--- src/rtl/wt_cache_pkg.sv ---
// Shared types for the dcache miss arbiter: core config subset, miss request struct, arbiter state.
package wt_cache_pkg;

   typedef struct packed {
      int unsigned PLEN;
      int unsigned DCACHE_SET_ASSOC;
      int unsigned MEM_TID_WIDTH;
      int unsigned WID_WIDTH;
   } cva6_cfg_t;

   localparam cva6_cfg_t cva6_cfg_empty = '{
      PLEN: 34, DCACHE_SET_ASSOC: 4, MEM_TID_WIDTH: 4, WID_WIDTH: 2
   };

   localparam int unsigned MissPlen     = cva6_cfg_empty.PLEN;
   localparam int unsigned MissSetAssoc = cva6_cfg_empty.DCACHE_SET_ASSOC;
   localparam int unsigned MissWidW     = cva6_cfg_empty.WID_WIDTH;

   typedef struct packed {
      logic [MissPlen-1:0]     paddr;
      logic [2:0]              size;
      logic                    nc;
      logic [MissSetAssoc-1:0] vld_bits;
      logic [MissWidW-1:0]     wid;
   } miss_req_t;

   typedef enum logic {IDLE, LOCKED} arb_state_e;

   function automatic int unsigned wrap_inc(input int unsigned idx, input int unsigned n);
      return (idx + 1 >= n) ? 0 : idx + 1;
   endfunction

endpackage

--- src/rtl/wt_dcache_rr_pick.sv ---
// Wrap-around priority pick: lowest requester at or above ptr_i, else lowest requester overall.
module wt_dcache_rr_pick #(
   parameter  int unsigned N    = 3,
   localparam int unsigned IdxW = $clog2(N)
) (
   input  logic [N-1:0]    req_i,
   input  logic [IdxW-1:0] ptr_i,
   output logic            vld_o,
   output logic [IdxW-1:0] idx_o
);

   logic [N-1:0]    masked;
   logic [IdxW-1:0] masked_idx;
   logic [IdxW-1:0] any_idx;

   always_comb begin
      masked     = '0;
      masked_idx = '0;
      any_idx    = '0;
      for (int i = 0; i < N; i++) begin
         masked[i] = req_i[i] && (IdxW'(i) >= ptr_i);
      end
      // Descending scan leaves the lowest set index behind
      for (int i = N - 1; i >= 0; i--) begin
         if (masked[i]) masked_idx = IdxW'(i);
         if (req_i[i])  any_idx    = IdxW'(i);
      end
      vld_o = |req_i;
      idx_o = (|masked) ? masked_idx : any_idx;
   end

endmodule

--- src/rtl/wt_dcache_miss_arb.sv ---
// Round-robin arbiter from the dcache read-port controllers onto the single miss-unit request port,
// with per-port outstanding-miss tracking and return routing by transaction ID.
module wt_dcache_miss_arb
   import wt_cache_pkg::*;
#(
   parameter cva6_cfg_t   CVA6Cfg  = cva6_cfg_empty,
   parameter int unsigned NumPorts = 3,
   parameter int unsigned BaseTxId = 1,
   localparam int unsigned TidW    = CVA6Cfg.MEM_TID_WIDTH
) (
   input  logic                clk_i,
   input  logic                rst_ni,
   input  logic [NumPorts-1:0] port_req_i,
   output logic [NumPorts-1:0] port_ack_o,
   output logic [NumPorts-1:0] port_replay_o,
   output logic [NumPorts-1:0] port_rtrn_vld_o,
   input  miss_req_t           port_miss_i [NumPorts],
   output logic                miss_req_o,
   input  logic                miss_ack_i,
   input  logic                miss_replay_i,
   output miss_req_t           miss_o,
   output logic [TidW-1:0]     miss_id_o,
   input  logic                miss_rtrn_vld_i,
   input  logic [TidW-1:0]     miss_rtrn_id_i
);

   localparam int unsigned IdxW = $clog2(NumPorts);

   arb_state_e          state_q;
   logic [IdxW-1:0]     rr_ptr_q;
   logic [IdxW-1:0]     lock_idx_q;
   logic [NumPorts-1:0] pending_q;
   logic [NumPorts-1:0] pending_d;

   logic                pick_vld;
   logic [IdxW-1:0]     pick_idx;
   logic [IdxW-1:0]     sel_idx;
   logic [IdxW-1:0]     next_ptr;
   logic                resp;

   // Ports with a miss in flight are kept out of arbitration
   wt_dcache_rr_pick #(
      .N (NumPorts)
   ) i_rr_pick (
      .req_i (port_req_i & ~pending_q),
      .ptr_i (rr_ptr_q),
      .vld_o (pick_vld),
      .idx_o (pick_idx)
   );

   always_comb begin
      sel_idx         = (state_q == LOCKED) ? lock_idx_q : pick_idx;
      miss_req_o      = (state_q == LOCKED) || pick_vld;
      miss_o          = miss_req_o ? port_miss_i[sel_idx] : '0;
      miss_id_o       = miss_req_o ? (TidW'(BaseTxId) + TidW'(sel_idx)) : '0;
      resp            = miss_req_o && (miss_ack_i || miss_replay_i);
      next_ptr        = IdxW'(wrap_inc(int'(sel_idx), NumPorts));
      port_ack_o      = '0;
      port_replay_o   = '0;
      port_rtrn_vld_o = '0;
      // Replay has priority over a simultaneous ack
      if (resp) begin
         if (miss_replay_i) port_replay_o[sel_idx] = 1'b1;
         else               port_ack_o[sel_idx]    = 1'b1;
      end
      for (int unsigned i = 0; i < NumPorts; i++) begin
         port_rtrn_vld_o[i] = miss_rtrn_vld_i && pending_q[i]
                              && (miss_rtrn_id_i == TidW'(BaseTxId + i));
      end
      pending_d = (pending_q & ~port_rtrn_vld_o) | port_ack_o;
   end

   always_ff @(posedge clk_i or negedge rst_ni) begin
      if (!rst_ni) begin
         state_q    <= IDLE;
         rr_ptr_q   <= '0;
         lock_idx_q <= '0;
         pending_q  <= '0;
      end else begin
         pending_q <= pending_d;
         unique case (state_q)
            IDLE: begin
               if (resp) begin
                  rr_ptr_q <= next_ptr;
               end else if (pick_vld) begin
                  lock_idx_q <= pick_idx;
                  state_q    <= LOCKED;
               end
            end
            LOCKED: begin
               if (resp) begin
                  rr_ptr_q <= next_ptr;
                  state_q  <= IDLE;
               end
            end
         endcase
      end
   end

`ifndef SYNTHESIS
   always @(posedge clk_i) begin
      if (rst_ni) begin
         assert (!(state_q == LOCKED && !port_req_i[lock_idx_q]))
            else $error("miss_arb: port %0d dropped its request while locked", lock_idx_q);
         assert ((port_req_i & pending_q) == '0)
            else $error("miss_arb: request from port with outstanding miss (%b)", port_req_i & pending_q);
         assert (!(miss_rtrn_vld_i && port_rtrn_vld_o == '0))
            else $warning("miss_arb: return id %0d matches no outstanding miss", miss_rtrn_id_i);
      end
   end
`endif

endmodule

--- config.mk ---
export PLATFORM = sky130hd
export DESIGN_NAME = wt_dcache_miss_arb
export DESIGN_NICKNAME = d
export VERILOG_FILES = /design/src/rtl/wt_cache_pkg.sv /design/src/rtl/wt_dcache_rr_pick.sv /design/src/rtl/wt_dcache_miss_arb.sv
export SDC_FILE = /design/constraint.sdc
export NUM_CORES = 1
export LEC_CHECK = 0
export ABC_AREA = 1
export CAP_MARGIN = 5
export CORE_ASPECT_RATIO = 1.5
export CORE_MARGIN = 2
export CORE_UTILIZATION = 40
export DETAILED_ROUTE_END_ITERATION = 10
export DONT_BUFFER_PORTS = 1
export PLACE_DENSITY = 0.59
export SYNTH_ARGS = -nofsm -noshare
export SYNTH_HDL_FRONTEND = slang
export SYNTH_HIERARCHICAL = 1
export SYNTH_SLANG_ARGS = --single-unit
--- constraint.sdc ---
create_clock -name clk_i -period 2.55 [get_ports clk_i]
set_clock_uncertainty 0.05 [all_clocks]
set_input_delay 0.255 -clock clk_i [delete_from_list [all_inputs] [get_ports clk_i]]
set_output_delay 0.255 -clock clk_i [all_outputs]
set_load 0.1 [all_outputs]
* Word level (Yosys, flattened, before mapping)
Index checks and enable logic that the tools add are counted.
** Word-level totals
- Bits of input ports :: 144
- Flip-flop bits (word level) :: 8
- Logic and storage cells :: 65
- Output and inout port bits :: 58
** Operators by class
- Mux-type cells :: 25
- Add/subtract/negate cells :: 2
- Reduce and logical (&&, ||, !) cells :: 16
- Order comparisons :: 7
- Eq/ne operators :: 3
- Bitwise operators :: 8
** Operators with widths (number)
- $mux W44 :: 3
- $bmux W44 S2 :: 1
- $mux W2 :: 10
- $mux W3 :: 5
- $logic_and A1 B1 Y1 :: 11
- $eq A4 B2 Y1 const B :: 2
- $and A3 B3 Y3 :: 2
- $not A3 Y3 :: 2
- $reduce_or A3 Y1 :: 2
- $eq A4 B1 Y1 const B :: 1
- $ge A1 B2 Y1 const A :: 2
- $mux W1 :: 4
- $add A1 B2 Y3 const A :: 1
- $add A2 B1 Y3 const B :: 1
- $ge A3 B2 Y1 const B :: 1
- $ge A3 B3 Y1 const B :: 1
- $lt A2 B3 Y1 const B :: 1
- $not A2 Y3 :: 1
- $or A3 B3 Y3 :: 1
- $reduce_and A3 Y1 :: 1
- $demux W1 S2 :: 1
- $ge A2 B1 Y1 const B :: 1
- $ge A2 B2 Y1 const A :: 1
- $logic_or A1 B1 Y1 :: 2
- other kinds (2) :: 3

* Depth between registers and ports, before layout
Gate-level depths: netlist of the first run.
- Depth in word-level cells :: 15
- Mapped depth :: 14
- Depth with buffers taken out :: 13

* Modules after synthesis
The synthesis of the first run kept the hierarchy.
** Modules (own cells, without submodules)
- wt_dcache_miss_arb :: times used 1, sequential area each 200.2 um^2, area each 2422.3 um^2, cells an instance 470
- wt_dcache_rr_pick :: times used 1, sequential area each 0.0 um^2, area each 72.6 um^2, cells an instance 18

* Worst setup path after synthesis of the first run
No wires, ideal clock.
- Path kind :: reg-to-output
- Start point :: register pending_q[1]
- End point :: output port port_replay_o[1]
- Path buffers :: 1
- Arrival :: 3645 ps
- Required time :: 2245 ps
- Stages on the path, launching flop included :: 12
- Setup slack :: -1400 ps
- Cells stage by stage :: dfrtp_1 nor2_1 inv_1 a21oi_1 nand2_1 nor2_1 nand2_8 nand2_4 buf_4 ha_1 inv_1 nor3_1
** Between the ends
- Cells in the longest elaborated chain, start to end :: 13
- Elaborated cells between the ends (all ways) :: 20
- Classes of those cells :: order compare (2); mux (10); bitwise (2); reduce/logical (6)
** RTL lines
- start, declared :: line wt_dcache_miss_arb.sv:32 : logic [NumPorts-1:0] pending_q;
- start signal, assigned :: line wt_dcache_miss_arb.sv:80 : pending_q <= pending_d;
- $not A3 Y3 (*) :: line wt_dcache_miss_arb.sv:45 : .req_i (port_req_i & ~pending_q),
- $and A3 B3 Y3 (*) :: line wt_dcache_miss_arb.sv:45
- $logic_and A1 B1 Y1 :: line wt_dcache_rr_pick.sv:21 : masked[i] = req_i[i] && (IdxW'(i) >= ptr_i);
- $mux W2 (2 in a row) :: line wt_dcache_rr_pick.sv:25 : if (masked[i]) masked_idx = IdxW'(i);
- $mux W2 (*) :: line wt_dcache_rr_pick.sv:29 : idx_o = (|masked) ? masked_idx : any_idx;
- net pick_idx[0] :: line wt_dcache_miss_arb.sv:36 : logic [IdxW-1:0] pick_idx;
- $mux W2 (*) :: line wt_dcache_miss_arb.sv:52 : sel_idx = (state_q == LOCKED) ? lock_idx_q : pick_idx;
- $lt A2 B3 Y1 (implied by the code) / $ge A2 B1 Y1 (equally long branches) :: line wt_dcache_miss_arb.sv:63 : if (miss_replay_i) port_replay_o[sel_idx] = 1'b1;
- $logic_and A1 B1 Y1 (implied by the code) :: line wt_dcache_miss_arb.sv:63
- $mux W1 (implied by the code) :: line wt_dcache_miss_arb.sv:63
- $demux W1 S2 (*) :: line wt_dcache_miss_arb.sv:63
- $mux W3 (*) :: line wt_dcache_miss_arb.sv:63
- $mux W3 (*) :: line wt_dcache_miss_arb.sv:62 : if (resp) begin
- end, declared :: line wt_dcache_miss_arb.sv:15 : output logic [NumPorts-1:0] port_replay_o,
The timed path passes the listed nets; every way through them passes the cells marked *.

* Worst setup path after layout of the first run
- Start point :: register pending_q[0]
- End point :: output port port_replay_o[1]
** Between the ends
- Cells in the longest elaborated chain, start to end :: 12
- Elaborated cells between the ends (all ways) :: 18
- Classes of those cells :: order compare (2); mux (8); bitwise (2); reduce/logical (6)
** RTL lines (line)
- $not A3 Y3 (*) :: wt_dcache_miss_arb.sv:45
- $and A3 B3 Y3 (*) :: wt_dcache_miss_arb.sv:45
- $logic_and A1 B1 Y1 :: wt_dcache_rr_pick.sv:21
- $reduce_or A3 Y1 / $mux W2 (equally long branches) :: wt_dcache_rr_pick.sv:29, wt_dcache_rr_pick.sv:25
- $mux W2 (*) :: wt_dcache_rr_pick.sv:29
- net pick_idx[1] :: wt_dcache_miss_arb.sv:36
- $mux W2 (*) :: wt_dcache_miss_arb.sv:52
- $lt A2 B3 Y1 (implied by the code) / $ge A2 B1 Y1 (equally long branches) :: wt_dcache_miss_arb.sv:63
- $logic_and A1 B1 Y1 (implied by the code) :: wt_dcache_miss_arb.sv:63
- $mux W1 (implied by the code) :: wt_dcache_miss_arb.sv:63
- $demux W1 S2 (*) :: wt_dcache_miss_arb.sv:63
- $mux W3 (*) :: wt_dcache_miss_arb.sv:63
- $mux W3 (*) :: wt_dcache_miss_arb.sv:62
Marked as above.

==> results.md, run 1 <==
- TritonCTS clock tree: built
- Post-DP Area: 3576 µm²
- Crit Reg-Reg Endpoint: pending_q[2]$_DFF_PN0_
- Worst Path Max Fanout: 4
- Fin crit period: 2.433 ns
- Initial DRC count: 172
- Setup TNS: 0 ns
- DR DRC count: 0
- Mapped Avg Cell Area: 5.112 µm²
- Synth warn: 6
- Final Hold Vio Count: 0
- Crit path buffers/inverters: 4
- Cell with the largest stage delay on the worst path: dfrtp_1
- Vias in the first global route: 2867
- Hold path cells: 1
- Wirelength, routed: 9385 µm
- Critical Path AT: 2.13 ns
- Post-synth net total: 638
- Clock sinks: 8
- Initial antenna violation count: 1
- Sequential share of the synthesized area: 8.024%
- Crit-path cells: nor2_2 -> inv_1 -> nand2_1 -> nand2_1 -> nand2_1 -> nor2_1 -> inv_1 -> nand2_1 -> nand2_2 -> ha_1 -> inv_1 -> nor3_4 -> buf_12
- R2r startpoint: pending_q[1]$_DFF_PN0_
- Flops & latches, synth: 8
- Largest net degree at the start of global routing: 45
- Fin crit share: 95.41%
- Worst setup startpoint: pending_q[0]$_DFF_PN0_
- CTS buffer count: 3
- Worst skew pair latency: 0.24 ns
- Most frequent CP cell: nand2_1
- H-tree levels: 1
- Crit. End Element: primary output
- Via count: 3212
- Worst-case reg-to-reg path depth: 11
- Core area: 6087 µm²
- Gr usage total: 25.08%
- Max cap viols: 0
- Synth cell types: 24
- ANT nets after route: 0
- Post-synthesis cell count: 488
- WP data required: 2.25 ns
- Status: finished, final reports clean
- Root buffer cell: clkbuf_8
- Kind of critical path: reg -> out
- Port bufs: 0
- Die ar.: 6898 µm²
- Worst Hold Class: in -> reg
- Crit start category: register
- Layout cells sized above 1: 19.85%
- Nets: 696
- Num rows: 35
- Slew Limit Fails: 0
- Cell Area, Synth: 2495 µm²
- Hold-critical path endpoint: state_q$_DFF_PN0_
- Kind of cell adding the most delay to the critical path: simple AND/OR/NAND/NOR gates
- Via density: 5.189
- GP Congestion: 0.7488
- 1st-pass router iterations: 4
- Initial Utilization: 40.99%
- Yosys top cell by area: nand2_1
- Area Overhead vs Synth: 56.12%
- IO Count: 202
- CP max stage delay: 0.40 ns
- Setup Viol. Count Final: 0
- Synth top area share: 22.27%
- Routed length per instance: 15.16 µm
- Max Freq: 411.0 MHz
- Hold path start: miss_replay_i
- CTS Buffer Depth: 2
- Die width: 68.49 µm
- Fin area: 3895 µm²
- Most area-consuming cells after synthesis: nand2_1 22%, inv_1 17%, nand3b_1 13%, nand3_1 12%, nor2_1 9.0%
- Register clock-pin slew on the reported worst setup and hold paths: 0.04 ns
- Global-route wire length before repair: 13420 µm
- DP HPWL: 6467 µm
- Chip height: 100.7 µm
- GRT overflow: 0
- R2R Setup Slk: 0.67 ns
[worst max path at each step]
stage / end / depth (start not counted)
finish: port_replay_o[1] / 13
global placement: miss_o[35] / 10
floorplan: port_replay_o[1] / 11
CTS: miss_o[37] / 12
global route: miss_o[30] / 13
detailed placement: miss_id_o[1] / 12
[flip-flops by register name (all words and copies together) (netlist names)]
| register | count |
|---|---|
| pending_q | 3 |
| rr_ptr_q | 2 |
| state_q | 1 |
| lock_idx_q | 2 |
[through the flow]
stage,instances,hold slack [ns],utilization (%),setup WS [ns]
after floorplan,488,-0.09059,-,-0.1602
after global placement,597,-0.09041,58.75,0.1676
after detailed placement,597,-0.09039,58.75,0.07300
after CTS,605,0.03391,60.60,0.04304
after global routing,619,0.04658,63.99,-0.02033
final,619,0.03430,63.99,0.1170
[placed cells by master (no fill, tap or decap), types with 8 or more instances in the layout]
cell type,synthesis,routed
nand2_1,148,147
inv_1,110,108
nand3_1,60,60
buf_12,0,58
nor2_1,60,52
nand3b_1,44,44
buf_4,3,13
nor2_4,0,8
dfrtp_1,8,8
[what timing repair did]
| action | in CTS | in global routing |
|---|---|---|
| buffers inserted | 0 | 11 |
| hold buffers | 1 | 0 |
| setup endpoints to repair | 52 | 51 |
| resized for setup | 5 | 12 |
| pin swaps | 1 | 9 |
| cloned | 4 | 2 |
| hold endpoints to repair | 8 | 0 |
[cells in the mapped netlist (all sizes together)]
| master | instances |
|---|---|
| nor3 | 4 |
| buf | 24 |
| nor3b | 1 |
| ha | 6 |
| nand2 | 153 |
| or2 | 1 |
| nand3b | 44 |
| clkbuf | 3 |
| inv | 111 |
| a21oi | 1 |
| conb | 1 |
| dfrtp | 8 |
| nor2 | 64 |
| o21ai | 7 |
| nand3 | 60 |
[layer usage]
layer / track usage (%) / vias to the layer above / part of all wire (%)
li1: - / 1573 / -
met1: 27.60 / 1434 / 35
met2: 46.52 / 192 / 54
met3: 4.804 / 13 / 9.3
met4: 7.385 / 0 / 2.1
met5: 0 / - / 0
[cell families (layout without fill, tap and decap cells)]
kind of cell,after synthesis,count (layout),share of synthesized area [%]
AND/OR/NAND/NOR,327,333,62.59
buffers and inverters,138,188,24.62
AO/OA/AOI/OAI,8,8,1.604
flip-flops,8,8,8.024
adder cells (fa/ha/maj),6,6,3.009
other,1,2,0.1503
[cell type report]
cell class                      instances  area [µm²]
Fill cell                             539        2192
Multi-Input combinational cell        348        1848
Timing Repair Buffer                   74        1291
Inverter                              111       419.2
Sequential cell                         8       200.2
Tap cell                               74       92.59
Clock buffer                            3       41.29
Antenna cell                            1       2.502
Power of run 1 is left out: the tool's default activity adds up to more than one toggle a clock period on the data nets, which glitch-free logic cannot reach.
==> run 2, diff against run 1 <==
CORE_MARGIN = 4   (was 2)
==> results.md, run 2 (synthesis gave the netlist of run 1 again) <==
- Status: finished, final reports clean
- CTS Buffer Depth: 2 (unchanged)
- Max Freq: 405.8 MHz (-1.3%)
- Critical Path AT: 2.16 ns (+0.03 ns)
- Crit path buffers/inverters: 2 (-2)
- Die ar.: 7591 µm² (+10%)
- GRT overflow: 0 (unchanged)
- Global-route wire length before repair: 14770 µm (+10%)
- Port bufs: 0 (unchanged)
- Crit. End Element: primary output
- Kind of critical path: reg -> out
- Worst Path Max Fanout: 9 (+5)
- Commonest non-fill, non-tap cells in the layout: 147 x nand2_1, 109 x inv_1, 60 x nand3_1
- Chip height: 104.7 µm (+4.0%)
- Most common cell after layout, fill and taps aside: nand2_1
- CTS buffer count: 3 (unchanged)
- ANT nets after route: 0 (unchanged)
- Multi-input logic area: 1864 µm² (+0.88%)
- Slew Limit Fails: 0 (unchanged)
- Num rows: 35 (unchanged)
- Via density: 5.182 (-0.14%)
- Top Registers: pending_q: 3 flops, lock_idx_q: 2 flops, rr_ptr_q: 2 flops
- 1st-pass router iterations: 4 (unchanged)
- Cell with the largest stage delay on the worst path: dfrtp_1
- WP data required: 2.25 ns (about the same)
- Hold path start: miss_replay_i
- Worst setup startpoint: pending_q[0]$_DFF_PN0_
- Register area: 200.2 µm² (unchanged)
- Setup Viol. Count Final: 0 (unchanged)
- Initial antenna violation count: 0 (-1)
- Most frequent CP cell: nand2_1
- Kind of cell adding the most delay to the critical path: simple AND/OR/NAND/NOR gates
- Initial DRC count: 140 (-19%)
- Clock sinks: 8 (unchanged)
- GP Congestion: 0.8464 (+13%)
- Worst Hold Class: in -> reg
- Antenna Cells: 0 (-1)
- Root buffer cell: clkbuf_8
- Worst skew pair latency: 0.23 ns (about the same)
- Number of filler cells placed in the layout: 559 (+3.7%)
- Wirelength, routed: 10030 µm (+6.8%)
- Layout cells sized above 1: 20.62% (+0.77 points)
- IO Count: 202 (unchanged)
- Max cap viols: 0 (unchanged)
- TritonCTS clock tree: built
- Worst hold margin: 0.03858 ns (+0.004275 ns)
- Routed length per instance: 16.12 µm (+6.3%)
- Die width: 72.49 µm (+5.8%)
- Biggest register: pending_q
- Initial Utilization: 40.99% (unchanged)
- Crit-path cells: nor2_2 -> nand2_1 -> nand2_1 -> nor2_4 -> nand2_8 -> nand2_8 -> buf_4 -> nor2_4 -> nand2_1 -> nand2_1 -> buf_12
- Nets: 700 (+0.57%)
- CP max stage delay: 0.40 ns (about the same)
- Gr usage total: 23.97% (-1.1 points)
- H-tree levels: 1 (unchanged)
- Area Overhead vs Synth: 57.72%
- Number of flip-flops in the largest register: 3 (unchanged)
- Via count: 3223 (+0.34%)
- R2r startpoint: pending_q[1]$_DFF_PN0_
- Final Hold Vio Count: 0 (unchanged)
- Register clock-pin slew on the reported worst setup and hold paths: 0.04 ns (about the same)
- Vias in the first global route: 3089 (+7.7%)
- Fin crit period: 2.464 ns (+0.03130 ns)
- DP HPWL: 6809 µm (+5.3%)
- Core area: 6087 µm² (unchanged)
- Crit start category: register
- Largest net degree at the start of global routing: 45 (unchanged)
- DR DRC count: 0 (unchanged)
- Fin crit share: 96.64% (+1.2 points)
## run 2: final cells by class
class	count	share of cell area (%)
multi-input combinational	349	47.38
timing repair buffer	77	33.48
inverter	111	10.65
sequential	8	5.087
tap	74	2.353
clock buffer	3	1.049
## run 2: what timing repair did
item                                   in CTS  in global routing
buffers inserted                            2                 12
hold buffers                                1                  0
resized for setup                           6                 10
endpoints found under the hold margin       8                  0
setup endpoints to repair                  50                 51
cloned                                      5                  2
pin swaps                                   4                 13
## run 2: final timing paths
check                      slack, ns                         to  depth (start not counted)
max                             0.09                 miss_o[40]                         11
min                             0.04          state_q$_DFF_PN0_                          1
max reg2reg                     0.65     pending_q[2]$_DFF_PN0_                         11
min reg2reg                     0.46    rr_ptr_q[0]$_DFFE_PN0P_                          2
max in group asynchronous       1.80     pending_q[2]$_DFF_PN0_                          1
min in group asynchronous       0.35  lock_idx_q[1]$_DFFE_PN0P_                          1
## run 2: layer usage
metal  global-route usage (%)  vias to the layer above  wire, µm
met5                        0                        -         0
met4                    5.013                        0       216
met3                    4.139                       21       790
met2                    46.68                      170      5300
met1                    25.95                     1450      3719
li1                         -                     1582         -
## run 2: through the flow
step           setup WS (ns)  util [%]  TNS [ns]  instance area (µm²)  cells
2_1_floorplan        -0.1602         -   -0.1602                 2551    488
3_3_place_gp         0.09342     58.75         0                 3576    597
3_5_place_dp         0.05979     58.75         0                 3576    597
4_1_cts              0.01634     61.01         0                 3714    608
5_1_grt             -0.01459     64.65  -0.01626                 3935    622
6_report             0.08574     64.65         0                 3935    622
Power of run 2 is left out for the same reason.
